--- src/rtl/iq_pkg.sv ---
// Shared constants, framer state encoding and checksum helper for the I/Q stream loader.
package iq_pkg;

  localparam int IQ_W = 8;
  localparam logic [IQ_W-1:0] SYNC_BYTE = 8'hA5;
  localparam logic [IQ_W-1:0] MIDSCALE  = 8'h80;

  typedef enum logic [1:0] {
    HUNT   = 2'd0,
    GET_I  = 2'd1,
    GET_Q  = 2'd2,
    GET_CK = 2'd3
  } iq_state_t;

  function automatic logic [IQ_W-1:0] frame_check(input logic [IQ_W-1:0] i_val,
                                                  input logic [IQ_W-1:0] q_val);
    return i_val ^ q_val;
  endfunction

endpackage

--- src/rtl/iq_pair_fifo.sv ---
// Show-ahead FIFO of {I,Q} pairs; head is visible on pop_data whenever not empty.
module iq_pair_fifo #(
  parameter int DEPTH = 16,
  parameter int W     = 16,
  localparam int AW   = $clog2(DEPTH),
  localparam int LW   = $clog2(DEPTH+1)
) (
  input  logic          clk,
  input  logic          areset,
  input  logic          push,
  input  logic [W-1:0]  push_data,
  input  logic          pop,
  output logic [W-1:0]  pop_data,
  output logic          full,
  output logic          empty,
  output logic [LW-1:0] level
);

  logic [W-1:0]  mem [DEPTH];
  logic [AW-1:0] wr_ptr;
  logic [AW-1:0] rd_ptr;
  logic          do_pop;
  logic          do_push;

  assign empty    = (level == LW'(0));
  assign full     = (level == LW'(DEPTH));
  assign do_pop   = pop && !empty;
  // A full FIFO still accepts a push when the head leaves in the same cycle.
  assign do_push  = push && (!full || do_pop);
  assign pop_data = mem[rd_ptr];

  // Storage array; contents need no reset since the pointers define validity.
  always_ff @(posedge clk) begin
    if (do_push) begin
      mem[wr_ptr] <= push_data;
    end
  end

  // Pointers wrap naturally because DEPTH is a power of two.
  always_ff @(posedge clk or posedge areset) begin
    if (areset) begin
      wr_ptr <= '0;
      rd_ptr <= '0;
      level  <= '0;
    end else begin
      if (do_push) begin
        wr_ptr <= wr_ptr + AW'(1);
      end
      if (do_pop) begin
        rd_ptr <= rd_ptr + AW'(1);
      end
      case ({do_push, do_pop})
        2'b10:   level <= level + LW'(1);
        2'b01:   level <= level - LW'(1);
        default: level <= level;
      endcase
    end
  end

endmodule

--- src/rtl/iq_stream_loader.sv ---
// Frames SYNC,I,Q byte stream into pairs, buffers them and presents one pair per sample period.
// Optional IQ_CHECKSUM_EN adds a trailing CK byte (I^Q) and the frame_err flag.
module iq_stream_loader
  import iq_pkg::*;
#(
  parameter int DEPTH = 16,
  parameter int DIV_W = 16
) (
  input  logic                       clk,
  input  logic                       areset,
  input  logic [7:0]                 byte_in,
  input  logic                       byte_valid,
  input  logic [DIV_W-1:0]           rate_div,
  output logic [7:0]                 i_out,
  output logic [7:0]                 q_out,
  output logic                       sample_tick,
  output logic [$clog2(DEPTH+1)-1:0] fifo_level,
  output logic                       overflow,
  output logic                       underflow,
  output logic                       frame_err
);

  iq_state_t        state;
  iq_state_t        state_nxt;
  logic             lat_i;
  logic             frame_ok;
  logic [IQ_W-1:0]  i_lat;
  logic             push;
  logic [2*IQ_W-1:0] pair;
  logic [2*IQ_W-1:0] head;
  logic             fifo_full;
  logic             fifo_empty;
  logic [DIV_W-1:0] cnt;
  logic             tick;
  logic             pop;
`ifdef IQ_CHECKSUM_EN
  logic             lat_q;
  logic             ck_bad;
  logic [IQ_W-1:0]  q_lat;
`endif

  // Framer next-state and latch strobes.
  always_comb begin
    state_nxt = state;
    lat_i     = 1'b0;
    frame_ok  = 1'b0;
`ifdef IQ_CHECKSUM_EN
    lat_q     = 1'b0;
    ck_bad    = 1'b0;
`endif
    case (state)
      HUNT: begin
        if (byte_valid && (byte_in == SYNC_BYTE)) begin
          state_nxt = GET_I;
        end else begin
          state_nxt = HUNT;
        end
      end
      GET_I: begin
        if (byte_valid) begin
          lat_i     = 1'b1;
          state_nxt = GET_Q;
        end else begin
          state_nxt = GET_I;
        end
      end
      GET_Q: begin
        if (byte_valid) begin
`ifdef IQ_CHECKSUM_EN
          lat_q     = 1'b1;
          state_nxt = GET_CK;
`else
          frame_ok  = 1'b1;
          state_nxt = HUNT;
`endif
        end else begin
          state_nxt = GET_Q;
        end
      end
      GET_CK: begin
`ifdef IQ_CHECKSUM_EN
        if (byte_valid) begin
          if (byte_in == frame_check(i_lat, q_lat)) begin
            frame_ok = 1'b1;
          end else begin
            ck_bad   = 1'b1;
          end
          state_nxt = HUNT;
        end else begin
          state_nxt = GET_CK;
        end
`else
        state_nxt = HUNT;
`endif
      end
      default: state_nxt = HUNT;
    endcase
  end

  // Framer state, byte latches and the registered pair handed to the FIFO.
  always_ff @(posedge clk or posedge areset) begin
    if (areset) begin
      state <= HUNT;
      i_lat <= '0;
      push  <= 1'b0;
      pair  <= '0;
    end else begin
      state <= state_nxt;
      push  <= frame_ok;
      if (lat_i) begin
        i_lat <= byte_in;
      end
      if (frame_ok) begin
`ifdef IQ_CHECKSUM_EN
        pair <= {i_lat, q_lat};
`else
        pair <= {i_lat, byte_in};
`endif
      end
    end
  end

`ifdef IQ_CHECKSUM_EN
  // Q byte is held until the checksum byte arrives; mismatch is sticky.
  always_ff @(posedge clk or posedge areset) begin
    if (areset) begin
      q_lat     <= '0;
      frame_err <= 1'b0;
    end else begin
      if (lat_q) begin
        q_lat <= byte_in;
      end
      if (ck_bad) begin
        frame_err <= 1'b1;
      end
    end
  end
`else
  assign frame_err = 1'b0;
`endif

  // Using >= means lowering rate_div below the current count ticks right away.
  assign tick = (cnt >= rate_div);
  assign pop  = tick && !fifo_empty;

  // Sample-period divider.
  always_ff @(posedge clk or posedge areset) begin
    if (areset) begin
      cnt <= '0;
    end else if (tick) begin
      cnt <= '0;
    end else begin
      cnt <= cnt + DIV_W'(1);
    end
  end

  iq_pair_fifo #(
    .DEPTH (DEPTH),
    .W     (2*IQ_W)
  ) u_fifo (
    .clk       (clk),
    .areset    (areset),
    .push      (push),
    .push_data (pair),
    .pop       (pop),
    .pop_data  (head),
    .full      (fifo_full),
    .empty     (fifo_empty),
    .level     (fifo_level)
  );

  // Output pair, tick strobe and sticky status flags.
  always_ff @(posedge clk or posedge areset) begin
    if (areset) begin
      i_out       <= MIDSCALE;
      q_out       <= MIDSCALE;
      sample_tick <= 1'b0;
      overflow    <= 1'b0;
      underflow   <= 1'b0;
    end else begin
      sample_tick <= pop;
      if (pop) begin
        i_out <= head[2*IQ_W-1:IQ_W];
        q_out <= head[IQ_W-1:0];
      end
      if (tick && fifo_empty) begin
        underflow <= 1'b1;
      end
      if (push && fifo_full && !pop) begin
        overflow <= 1'b1;
      end
    end
  end

endmodule

--- config.mk ---
export PLATFORM = sky130hd
export DESIGN_NAME = iq_stream_loader
export DESIGN_NICKNAME = d
export VERILOG_FILES = /design/src/rtl/iq_pkg.sv /design/src/rtl/iq_pair_fifo.sv /design/src/rtl/iq_stream_loader.sv
export SDC_FILE = /design/constraint.sdc
export NUM_CORES = 1
export LEC_CHECK = 0
export CORE_MARGIN = 10
export CORE_UTILIZATION = 35
export DETAILED_ROUTE_END_ITERATION = 10
export GPL_TIMING_DRIVEN = 1
export RECOVER_POWER = 25
export SLEW_MARGIN = 20
export SYNTH_ARGS = -nofsm -noshare
export SYNTH_HDL_FRONTEND = slang
export SYNTH_SLANG_ARGS = --single-unit
--- constraint.sdc ---
create_clock -name clk -period 4 [get_ports clk]
set_input_delay 0.8 -clock clk [delete_from_list [all_inputs] [get_ports clk]]
set_output_delay 0.8 -clock clk [all_outputs]
set_load 0.02 [all_outputs]
==> flow_summary.yaml <==
outcome:
  status: "complete, but fails checks"
  violations: "max-capacitance violations, max-slew violations"
setup_path:
  r2r_slack_ps: 960
  end_kind: "flop"
  r2r-start: "cnt[13]$_DFF_PP0_"
  max_stage_delay_ps: 460
  path_buf_inv: 2
  crit_top_cell: "ha_1"
  worstPathCellList: "clkdlybuf4s50_1, inv_1, ha_1, nand4_1, or2_1, a311o_1, a311oi_4, xor2_1, ha_1, o31ai_1, nand2b_1, o311ai_0, o211ai_1"
  path_class: "in -> reg"
  cp_slowest_cell: "clkdlybuf4s50_1"
  cp.required_ps: 4380
  cpLargestDelayFamily: "compound AO/OA/AOI/OAI gates"
  arrival_ps: 3740
  worstSetupStartpointType: "primary input"
  cp_max_fo: 4
  ff2ff_path_depth: 11
  r2r_end: "u_fifo.level[4]$_DFFE_PP0P_"
synthesis:
  synth_warnings: 0
  syn_avg_cell_area_sq_um: 18.2
  ys_seq_elements: 331
  syn-num-nets: 790
  synthesis.instances: 739
  syn_area_sq_mm: 0.0135
  synth_edf_count: 256
  synth.yosys.seq_area_share_pct: 71.0
  async_flop_share_pct: 22.7
  ys_types: 60
  synth_ff_type: "edfxtp_1"
floorplanning:
  row_count: 71
  dieWidth_um: 216
  fp.coreArea_sq_mm: 0.0378
  die_y_um: 216
  io_pins: 52
  dieArea_sq_mm: 0.0467
  start_util_pct: 35.6
global_route:
  antenna_found_initial: 1
  grt_max_degree: 76
  grt.overflow.total: 0
  grt_usage_pct: 12.2
  grt_pass1_wl_um: 44500
  grt_pass1_vias: 7223
min_path:
  hold_start: "underflow$_DFFE_PP0P_"
  min_to: "underflow$_DFFE_PP0P_"
  holdPathStages: 1
  min-delay-path-class: "reg -> reg"
clock_network:
  insertion_delay_ps: 510
  hold_buffers: 0
  numCtsBuffers: 36
  cts_sinks: 331
  root_buffer: "clkbuf_16"
  clk_path_buf_depth: 3
  cts_tree: "done"
  htree_levels: 2
  post_cts_buffers: 0
  ctsResizeCount: 0
  clk_pin_slew_ps: 60
placed_design:
  pre_cts_slack_ps: 73.3
  io_buffers: 50
  place_congestion: 0.768
  hpwl_um: 17900
  dpl_cell_area_sq_mm: 0.0149
detailed_routing:
  drcViolationCount: 0
  met2_length_um: 12900
  routedWlPerCell_um: 20.9
  drtPass1Iterations: 6
  detail-route-antenna-nets: 0
  wl_um: 28500
  viasPerCell: 5.11
  vias: 6960
  drtIter0Drc: 557
  top_layer: "met4"
  wl_met3_um: 1540
  wl_met1_um: 13500
sta:
  slew_headroom_pct: -38.2
  max_freq_ghz: 0.298
  hold_viol_final: 0
  skew_ps: 18.5
  finalSetupViolations: 0
  finalCritPeriodShare_pct: 84.0
  worst_slack_ps: 642
  fin_crit_ps: 3360
  tightest_slew_ps: 2070
  rsz0062_at_grt: "no"
  slew_violations: 76
job:
  cap_violations: 1
pwr:
  peakVddDrop_mv: 0.325
  leakage_nw: 5.36
  power.density_mw_per_mm2: 613
finish:
  final_cell_mix: "edfxtp_1, dfrtp_1, mux4_2"
  antenna_cells: 0
  area_delta_synth_final_pct: 18.7
  final_area_sq_mm: 0.0160
  n_fill_cell: 3420
  drive_gt1_share_pct: 23.9
  final_common_cell: "edfxtp_1"
  nets: 875
## final cells by class
cell class | count | area, sq um | share of cell area, %
Multi-Input combinational cell | 345 | 3700 | 23.1
Inverter | 29 | 110 | 0.688
Sequential cell | 331 | 9570 | 59.8
Timing Repair Buffer | 81 | 818 | 5.12
Clock inverter | 17 | 145 | 0.907
Tap cell | 511 | 639 | 4.00
Clock buffer | 49 | 1010 | 6.32
## worst register-to-register path, delay by kind of cell (launching register included)
| kind | cells | cell delay [ps] |
|---|---|---|
| and+or+nand+nor | 3 | 550 |
| adders and majority gates | 2 | 540 |
| AOI/OAI and AO/OA | 5 | 1270 |
| xor gates and xnor gates | 1 | 110 |
| DFF | 1 | 430 |
## layer usage
metal / global-route usage [%] / up-vias
met5: 0 / -
met4: 3.10 / 0
met3: 2.47 / 36
met2: 18.8 / 194
met1: 17.3 / 3608
li1: - / 3122
## flip-flops by register name (all words and copies together) (netlist names)
name	count
i_lat	8
push	1
u_fifo.wr_ptr	4
sample_tick	1
overflow	1
u_fifo.level	5
state	2
underflow	1
cnt	16
pair	16
u_fifo.mem	256
i_out	8
u_fifo.rd_ptr	4
q_out	8
## cells in the mapped netlist (2+ instances only)
| cell type | count | area share [%] |
|---|---|---|
| buf_4 | 3 | 0.17 |
| dfrtp_1 | 73 | 14 |
| nand4_1 | 7 | 0.33 |
| a311oi_1 | 9 | 0.59 |
| nor2b_1 | 12 | 0.56 |
| ha_1 | 24 | 2.2 |
| buf_2 | 13 | 0.48 |
| mux2_1 | 2 | 0.17 |
| a21o_1 | 10 | 0.56 |
| buf_6 | 2 | 0.17 |
| o21ai_0 | 5 | 0.19 |
| o211ai_1 | 2 | 0.11 |
| dfstp_2 | 2 | 0.39 |
| inv_1 | 29 | 0.81 |
| nand2_1 | 7 | 0.20 |
| xnor2_1 | 13 | 0.85 |
| nor4_1 | 8 | 0.37 |
| a21oi_1 | 13 | 0.48 |
| o2111ai_1 | 2 | 0.13 |
| and3_1 | 5 | 0.23 |
| xor2_1 | 10 | 0.65 |
| mux4_2 | 62 | 10 |
| a311o_1 | 2 | 0.15 |
| and2_1 | 6 | 0.28 |
| mux2_2 | 31 | 2.6 |
| o31ai_1 | 3 | 0.17 |
| edfxtp_1 | 256 | 57 |
| nand2b_1 | 5 | 0.23 |
| a222oi_1 | 9 | 0.67 |
| mux2i_1 | 9 | 0.67 |
| clkbuf_1 | 16 | 0.45 |
| nor2_1 | 39 | 1.1 |
| nand3_1 | 11 | 0.41 |
| a31oi_1 | 2 | 0.093 |
| a211oi_1 | 12 | 0.67 |
## worst max-delay path by stage
| stage | startpoint | to | slack (ps) | depth (start not counted) |
|---|---|---|---|---|
| floorplan | rate_div[13] | u_fifo.mem[3][0]$_DFFE_PP_ | -100 | 8 |
| global placement | rate_div[13] | u_fifo.level[4]$_DFFE_PP0P_ | 210 | 13 |
| detailed placement | rate_div[14] | u_fifo.level[4]$_DFFE_PP0P_ | 70 | 13 |
| CTS | rate_div[14] | u_fifo.level[4]$_DFFE_PP0P_ | 630 | 13 |
| global route | rate_div[13] | u_fifo.level[4]$_DFFE_PP0P_ | 380 | 13 |
| finish | rate_div[14] | u_fifo.level[4]$_DFFE_PP0P_ | 640 | 13 |
## stage by stage
step / total power [W] / instances / setup TNS, ps / hold slack (ps) / util [%]
3_3_place_gp: 0.00669 / 1297 / 0 / 449 / 39.3
2_1_floorplan: 0.00587 / 739 / -12720 / 435 / -
3_5_place_dp: 0.00672 / 1297 / 0 / 456 / 39.3
6_report: 0.00981 / 1363 / 0 / 464 / 42.3
5_1_grt: 0.0103 / 1363 / 0 / 496 / 42.3
4_1_cts: 0.00995 / 1363 / 0 / 474 / 42.3
## cell families (layout without fill, tap and decap cells)
kind of cell	Yosys count	count (layout)	share of synthesized area, %
fa+ha+maj	24	24	2.23
other cells	1	1	0.0278
flops	331	331	71.0
xor+xnor	23	23	1.50
compound gates	79	79	4.77
simple gates	113	113	4.48
buf+inv	63	176	2.07
mux	105	105	13.9
## power by group
group,total [W],switching (W),internal (W)
combinational,0.00236,0.00122,0.00114
sequential,0.00423,0.000303,0.00393
clock,0.00322,0.00131,0.00191
Power figures use the tool's default switching activity.
==> RTL change 1 (same flow settings) <==
The option `IQ_CHECKSUM_EN` is turned on by a define.
--- a/src/rtl/iq_stream_loader.sv
+++ b/src/rtl/iq_stream_loader.sv
@@ -1,4 +1,6 @@
 // Frames SYNC,I,Q byte stream into pairs, buffers them and presents one pair per sample period.
 // Optional IQ_CHECKSUM_EN adds a trailing CK byte (I^Q) and the frame_err flag.
+`define IQ_CHECKSUM_EN
+
 module iq_stream_loader
   import iq_pkg::*;
Check against the original RTL: not equivalent (Yosys sat finds a counterexample within 10 cycles, from zero or initial values and one cycle with areset high).
==> RTL change 1 against the original RTL <==
- power grew 4.1%
- sequential cell count grew 9
- combinational power grew 3%
- setup slack lost 240 ps
- clock skew grew 1.4 ps
- synthesized area grew 3.9%
- routed wire length grew 3.6%
- cell area grew 3.7%
- critical path type unchanged
==> RTL change 1: results (changes against the original RTL) <==
Worst VDD drop 0.2907 mV (was 0.3246 mV); Synth Area in XOR/XNOR 2.441% (was 1.495%); routed length on met1 13460 µm (was 13480 µm); Distinct cells, synth 57 (was 60); top cells by area, synth edfxtp_1, dfrtp_1, mux4_2 (unchanged); met1 Use GR 17.10% (was 17.29%); wire length per cell 20.91 µm (was 20.90 µm); CP Data Arrival Time 4020 ps (was 3740 ps); largest net degree at the start of global routing 48 (was 76); worst setup slack after placement -137.9 ps (was 73.29 ps); Synth Area in Compound Gates 4.238% (was 4.774%); crit path from rate_div[11] (was rate_div[14]); status complete, no violations (was finished with violations); Layout Nets 910 (was 875); Final HPWL DP 17190 µm (was 17930 µm); Leakage 5.908 nW (was 5.365 nW); Critical R2R Launch cnt[11] (was cnt[13]); top cells by instance count after synthesis edfxtp_1, dfrtp_1, mux4_2 (unchanged); sequential area share after synthesis 69.97% (was 71.02%); syn nets 827 (was 790); via count 7224 (was 6960); global-route usage over all layers 12.32% (was 12.21%); final non-filler cell total 1411 (was 1363); WL met2 13740 µm (was 12930 µm); number of global-route vias before repair 7539 (was 7223); Final Skew 19.87 ps (was 18.49 ps); syn avg cell area 18.03 µm² (was 18.23 µm²); measured slew at the worst slew-check pin 822.2 ps (was 2072 ps); post-placement cell area 15470 µm² (was 14850 µm²); CP Max Fanout 3 (was 4); cell count after placement 1345 (was 1297); total CTS buffers 37 (was 36)
## RTL change 1: cell types whose count changed after synthesis, sizes merged, moves of 8 or more
cell,before,now
xor2,10,19
and3,5,13
mux2,34,43
nand2,7,15
dfrtp,73,82
nor4,9,1
## RTL change 1: worst paths after layout
| path | end | slack (ps) | depth (start not counted) |
|---|---|---|---|
| worst min-delay path | underflow | 470 | 1 |
| worst max register to register | u_fifo.level[4] | 780 | 13 |
| worst max-delay path | u_fifo.level[4] | 410 | 15 |
| worst min register to register | underflow | 470 | 1 |
| min in group asynchronous | i_lat[0] | 700 | 2 |
| max in group asynchronous | q_out[4] | 2640 | 3 |
## RTL change 1: logic make-up (layout without fill, tap and decap cells)
group           count (synthesis)  after routing
compound gates                 76             76
xor+xnor                       39             39
buf+inv                        61            171
flops                         340            340
mux                           115            115
fa+ha+maj                      24             24
simple gates                  121            121
## RTL change 1: power by group through the flow
stage / logic, mW / clock network, mW / registers [mW]
global route: 2.67 / 3.42 / 4.64
CTS: 2.49 / 3.27 / 4.59
finish: 2.43 / 3.19 / 4.59
detailed placement: 2.48 / 0 / 4.66
floorplan: 1.75 / 0 / 4.54
global placement: 2.45 / 0 / 4.64
## RTL change 1: critical path, stage by stage
cell and delay [ps]:
clkdlybuf4s50_1 470, inv_1 50, ha_1 310, a21oi_1 120, o21ai_1 110, a221oi_4 370
a21oi_4 100, and2_1 200, xor2_1 150, ha_1 220, o31a_1 240, nor3_1 220
nand2_1 100, mux4_2 460, o211ai_1 100
## RTL change 1: final cells by class
class                           instances  area (µm²)
Clock buffer                           50       994.7
Clock inverter                         16       131.4
Fill cell                            3563       23050
Inverter                               24       92.59
Multi-Input combinational cell        375        3935
Sequential cell                       340        9797
Tap cell                              525       656.9
Timing Repair Buffer                   81       985.9
==> RTL change 2 (config.mk and constraints unchanged) <==
Made on the original files. Register the output `fifo_level`; this adds one clock of latency there. The other outputs are not delayed to match.
--- a/src/rtl/iq_stream_loader.sv
+++ b/src/rtl/iq_stream_loader.sv
@@ -21,4 +21,6 @@
 );
 
+  logic [$clog2(DEPTH+1)-1:0] fifo_level_d;
+
   iq_state_t        state;
   iq_state_t        state_nxt;
@@ -167,5 +169,5 @@
     .full      (fifo_full),
     .empty     (fifo_empty),
-    .level     (fifo_level)
+    .level     (fifo_level_d)
   );
 
@@ -193,4 +195,8 @@
   end
 
+  always_ff @(posedge clk) begin
+    fifo_level <= fifo_level_d;
+  end
+
 endmodule
 
Function: changed (a bounded check fails within 10 cycles, from zero or initial values and one cycle with areset high).
==> RTL change 2 against the original RTL <==
- final cell count up 3.4%
- setup slack got worse by 120 ps
- sequential cell count is 5 higher
- cell area increased by 1.2%
- synthesized cell count up 4.7%
- first-iteration DRC count is 8.3% higher
- die area up 0.94%
- routed wire length increased by 1.6%
- maximum frequency fell by 3.5%
- synthesized area is 1.0% higher
- hold slack lost 9.9 ps
Power is not compared: it rests on default switching activity, and its combinational part moved more than twofold at a synthesized area within 25%.
==> RTL change 2: results (changes against the original RTL) <==
Min-Delay Path Class flop to flop (unchanged); Seq area share 59.75% (was 59.84%); inverters 27 (was 29); number of synthesized flops with an enable pin 256 (unchanged); number of global-route vias before repair 7456 (was 7223); yosys warns 0 (unchanged); Vias/cell 5.038 (was 5.106); Fin. Hold Viols 0 (unchanged); Final Skew 21.57 ps (was 18.49 ps); syn avg cell area 17.58 µm² (was 18.23 µm²); Setup Buffers After CTS 0 (unchanged); Largest Register u_fifo.mem (unchanged); top cells by area, synth edfxtp_1, dfrtp_1, mux4_2 (unchanged); register area 9672 µm² (was 9572 µm²); global-route usage over all layers 12.36% (was 12.21%); cell count after placement 1345 (was 1297); worst setup slack after placement -16.64 ps (was 73.29 ps); CLK BUF 52 (was 49); syn nets 825 (was 790); Non-clock buffer share 5.890% (was 5.116%); largest net degree at the start of global routing 33 (was 76); nonclk buf count 87 (was 81); DR pass1 iterations 6 (unchanged); Synth async-reset ratio 22.32% (was 22.66%); CTS hold repair buffers 0 (unchanged); First DRT Iteration DRCs 603 (was 557); sequential area share after synthesis 71.03% (was 71.02%); Post-Synth Adder-Cell Area 2.206% (was 2.229%); multi-input gate count 377 (was 345); status complete, no violations (was finished with violations); global-route wire length before repair 45490 µm (was 44480 µm); top cells by instance count after synthesis edfxtp_1, dfrtp_1, mux4_2 (unchanged); Synth Area in XOR/XNOR 1.480% (was 1.495%); Layout clock area frac 7.119% (was 7.228%); GP Congestion 0.7718 (was 0.7677); post-placement cell area 15040 µm² (was 14850 µm²); via count 7103 (was 6960); measured slew at the worst slew-check pin 904.3 ps (was 2072 ps); Fill cells 3501 (was 3420); max cap viols 0 (was 1); wire length per cell 20.53 µm (was 20.90 µm); Synth Area in Compound Gates 4.027% (was 4.774%); multi-input combinational area share 22.61% (was 23.13%); CP Data Arrival Time 3880 ps (was 3740 ps); Final HPWL DP 18530 µm (was 17930 µm); mux cell area share after synthesis 13.15% (was 13.90%); layout cells sized above 1 20.29% (was 23.94%); Layout Nets 916 (was 875); Distinct cells, synth 65 (was 60); flops & latches, synth 336 (was 331)
## RTL change 2: cell count changes after synthesis, moves of 8 or more
cell and change:
nor2b_1 -9, a311oi_1 -8, a221oi_1 +9, a211oi_1 -9, mux2_2 -16, nand2_1 +53, mux2i_1 +10
## RTL change 2: routing by layer
layer / up-vias / part of all wire (%) / GRT usage, %
li1: 3207 / - / -
met1: 3697 / 47 / 17.35
met2: 162 / 47 / 19.58
met3: 37 / 4.2 / 2.191
met4: 0 / 1.7 / 2.983
met5: - / 0 / 0
## RTL change 2: final timing paths
path	start	end	slack, ps	cells after the start
setup / recovery	rate_div[13]	u_fifo.level[4]	520	15
hold / removal	i_lat[1]	pair[9]	450	2
setup reg to reg	cnt[13]	u_fifo.level[4]	850	13
hold reg to reg	i_lat[1]	pair[9]	450	2
max in group asynchronous	areset	pair[2]	2540	3
min in group asynchronous	areset	cnt[7]	640	2
